<file path="config.mk">
export PLATFORM = sky130hd
export DESIGN_NAME = barrel_shifter
export DESIGN_NICKNAME = d
export VERILOG_FILES = /design/src/rtl/barrel_shifter.sv
export SDC_FILE = /design/constraint.sdc
export NUM_CORES = 1
export LEC_CHECK = 0
export ABC_AREA = 1
export BUFFER_PORTS_ARGS = -buffer_cell sky130_fd_sc_hd__buf_2
export CORE_UTILIZATION = 30
export CTS_CLUSTER_DIAMETER = 80
export CTS_CLUSTER_SIZE = 40
export DETAILED_ROUTE_END_ITERATION = 8
export HOLD_SLACK_MARGIN = 0.15
export PLACE_DENSITY_LB_ADDON = 0.12
export SYNTH_ARGS = -nofsm -noshare
export SYNTH_HDL_FRONTEND = slang
export SYNTH_SLANG_ARGS = --single-unit
</file>
<file path="constraint.sdc">
create_clock -name clk -period 0.8 [get_ports clk]
set_input_delay 0.08 -clock clk [delete_from_list [all_inputs] [get_ports clk]]
set_output_delay 0.08 -clock clk [all_outputs]
set_load 0.01 [all_outputs]
</file>
<file path="src/rtl/barrel_shifter.sv">
// Crossbar select decoder: each output lane registers a one-hot select vector
// decoded from its route index. Reset loads the identity mapping.
module barrel_shifter #(
  parameter  int unsigned N          = 8,
  localparam int unsigned ROUTE_BITS = (N > 1) ? $clog2(N) : 1
) (
  input  logic                  clk,
  input  logic                  rst,
  input  logic [ROUTE_BITS-1:0] route     [N],
  output logic [N-1:0]          select_SE [N]
);

  localparam logic [N-1:0] ONE_HOT_0 = {{(N-1){1'b0}}, 1'b1};

  logic [N-1:0] w_next [N];
  logic [N-1:0] r_sel  [N];

  // Per-lane decode; an index past the last input falls back to input 0.
  always_comb begin
    for (int j = 0; j < N; j++) begin
      w_next[j] = ONE_HOT_0;
      if (32'(route[j]) < N) begin
        w_next[j] = ONE_HOT_0 << route[j];
      end
    end
  end

  always_ff @(posedge clk) begin
    if (rst) begin
      for (int j = 0; j < N; j++) begin
        r_sel[j] <= ONE_HOT_0 << j;
      end
    end else begin
      for (int j = 0; j < N; j++) begin
        r_sel[j] <= w_next[j];
      end
    end
  end

  assign select_SE = r_sel;

endmodule

</file>
After elaboration in Yosys (flattened, before gate mapping)
Index checks and enable logic that the tools add are counted.
- register bits after elaboration: 64
- bits in latches: 0
- bits in writable memories: 0
- memory bits (read-only): 0
- input port bits: 26
- logic and storage cells: 16
- memories: 0
- add/sub/neg operators: 0
- multiply operators: 0
- divide/modulo/power cells: 0
- order comparisons: 0
- equal/unequal tests: 0
- shift operators: 8
- mux-type cells: 0
- bitwise operators: 0
- reductions and logical operators: 0
- operator list (cell ; number):
    << shifter 1 x 3 -> 8 bit (first input constant) ; 8

Depth between registers and ports, before layout
- depth after elaboration: 1
- depth in mapped cells: 4
- depth with buffers taken out: 3

Least setup slack after synthesis
OpenSTA, ideal clock, no wires.
- path type: in2reg
- start point: input rst
- end point: register r_sel (netlist bit select_SE[12])
- library setup time: 0.062 ns
- data arrival time: 0.480 ns
- setup slack: 0.258 ns
- stages: 4
- path buffers: 1
- cell sequence: inv_2 -> buf_12 -> nand2_4 -> nor2_2
- RTL lines (element ; line ; text):
    start, declared ; 8 ; input logic rst,
    end signal, assigned by index ; 31 ; r_sel[j] <= ONE_HOT_0 << j;
    end signal, assigned by index ; 35 ; r_sel[j] <= w_next[j];
    end, declared ; 16 ; logic [N-1:0] r_sel [N];

Worst setup path in the final report
- start point: register r_sel (netlist bit select_SE[54])
- end point: output select_SE[54] (netlist bit)
- RTL lines (element ; line ; text):
    end, declared ; 10 ; output logic [N-1:0] select_SE [N]
No word-level cell between the ends.

==> metrics.yaml <==
status: "complete, but fails checks"
failed_checks: "setup timing"
timing.final.hold_violations: 0
grt_max_degree: 11
cts_tree: "yes"
clk_pin_slew_ns: 0.07
wl_per_cell_um: 9.68
crit_chain: "buf_6"
met3_usage_pct: 4.73
met1_usage_pct: 15.3
synth_area_leader_cell: "dfxtp_1"
synthTopCellsByArea: "dfxtp_1 (66%), nor2_1 (10%), nand2_1 (8.3%)"
top_usage_layer: "met2"
port_buffers: 89
critPathLaunchType: "flip-flop"
nFillCells: 624
synth.area.mux_share_pct: 0
fin_crit_sh_pct: 105
min_path_cells: 4
startpoint: "select_SE[54]"
place_congestion: 0.734
synth_cell_types: 12
vias: 1665
netlist_area_mm2: 0.00195
cap_violations: 0
grt_pass1_wl_um: 6410
avgSynthCellArea_um2: 9.24
hold_end: "select_SE[43]"
crit_type: "reg2out"
gr-total-overflow: 0
synth_top_family_by_area: "simple AND/OR/NAND/NOR gates"
grt_pass1_vias: 1531
mostFrequentLayoutCells: "buf_2 (62), nor2_1 (52), nand2_1 (43)"
die_x_um: 82.6
ys_seq_area_share_pct: 65.7
start_util_pct: 30.9
setup_viol: 64
cts.path.max_buffers: 2
min_from: "rst"
cpPeakStageDelay_ns: 0.32
drive_gt1_share_pct: 44.6
largest_reg_flops: 64
cp.arrival_ns: 0.76
ir_worst_vdd_mv: 1.39
endpoint_kind: "primary output"
nets: 365
synth_top_area_share_pct: 65.7
cpLargestDelayFamily: "flip-flops"
pwr_density_cell_mw_per_mm2: 2210
fmax_ghz: 1.19
clock-root-buffer: "clkbuf_8"
synth_xor_area_share_pct: 0
ios: 90
die_height_um: 82.6
worst_path_max_delay_cell: "dfxtp_2"
fin_ws_ns: -0.0421
rows: 29
dieArea_mm2: 0.00683
num_antenna_cells: 0
dpl.hpwl_um: 2920
tightest_slew_ns: 0.166
slew_headroom_pct: 89.0
drcViolationCount: 0
syn-instance-count: 211
htreeDepth: 3
hold_class: "in2reg"
yosys_register_bits: 64
drt_iter0_drc: 16
drv_slew: 0
wirelength_um: 4070
cts_sinks: 64
area_growth_pct: 63.3
yosys.area_share.simple_pct: 27.4
period_needed_ns: 0.842
worstPathMaxFanout: 1
ant_nets: 0
synth-compound-area-share_pct: 0.513
fin_setup_tns_ns: -2.05
multi_input_area_um2: 549
ys_warn_count: 0
use_met2_pct: 19.8
grt_antenna_before_repair: 0
crit_buf_inv: 1
core-area_mm2: 0.00631
rsz0062_at_grt: "yes"
worst_ep_required_time_ns: 0.72
final_core_util_pct: 50.5
gr-usage-all-layers_pct: 13.0
regArea_mm2: 0.00132
synth_fa_ha_area_share_pct: 0
drtPass1Iterations: 3
layout_commonest_cell: "buf_2"
syn-num-nets: 237
cts-buffers-inserted: 9
leakage_uw: 0.00163
avgViaCountPerCell: 3.96
==> worst min-delay path: cells and delay by family <==
kind / cells / cell delay [ns]
buffers and inverters: 2 / 0.14
and+or+nand+nor: 2 / 0.13
==> how the worst max path moves through the flow <==
stage               depth (start not counted)       endpoint  slack (ns)
floorplan                                   4  select_SE[12]        0.26
detailed placement                          5  select_SE[54]        0.04
CTS                                         1  select_SE[34]       -0.07
global route                                1  select_SE[18]       -0.08
finish                                      1  select_SE[54]       -0.04
global placement                            5  select_SE[15]        0.05
==> report_power, final <==
group | total [µW] | switching, µW | internal [µW]
clock network | 3050 | 1150 | 1900
registers | 3330 | 32.1 | 3300
logic | 666 | 335 | 331
total | 7050 | 1520 | 5530
==> synth_stat cells <==
cell,instances
nand2_1,43
buf_4,1
dfxtp_1,64
inv_1,25
inv_2,1
buf_12,1
nor2_1,54
nand2_2,2
nand2_4,10
nand3_1,4
nor2_2,4
o21ai_0,2
==> cell families (layout without fill, tap and decap cells) <==
| logic type | Yosys count | after routing |
|---|---|---|
| AOI/OAI and AO/OA | 2 | 2 |
| and+or+nand+nor | 117 | 117 |
| buffers and inverters | 28 | 160 |
| DFF | 64 | 64 |
==> routing by layer <==
metal / vias up / wire length, µm
met5: - / 0
met4: 0 / 91
met3: 9 / 318
met2: 60 / 1790
met1: 718 / 1860
li1: 878 / -
==> per-stage QoR <==
stage | hold WS, ns | area [µm²] | power [µW] | std cells | setup WS (ns)
3_3_place_gp | 0.318 | 2490 | 3900 | 378 | 0.0454
4_1_cts | 0.0375 | 3050 | 7120 | 420 | -0.0718
2_1_floorplan | 0.183 | 1950 | 3670 | 211 | 0.258
6_report | 0.0515 | 3190 | 7050 | 420 | -0.0421
3_5_place_dp | 0.322 | 2490 | 3900 | 378 | 0.0376
5_1_grt | 0.0560 | 3190 | 7390 | 420 | -0.0844
==> timing repair <==
action	4_1_cts	5_1_grt
setup buffers	0	0
endpoints found under the hold margin	64	9
hold buffers	27	1
cloned	0	0
setup endpoints to repair	64	69
resized for setup	18	39
pin swaps	0	1
==> area by class of cell <==
class / instances / area share, %
clock buffers: 12 / 4.87
inverters: 26 / 3.06
repair buffers: 119 / 28.5
clock inverters: 3 / 2.04
flip-flops and latches: 64 / 41.3
well taps: 77 / 3.02
multi-input cells: 119 / 17.2
No activity file was read; power rests on OpenSTA's default activity.
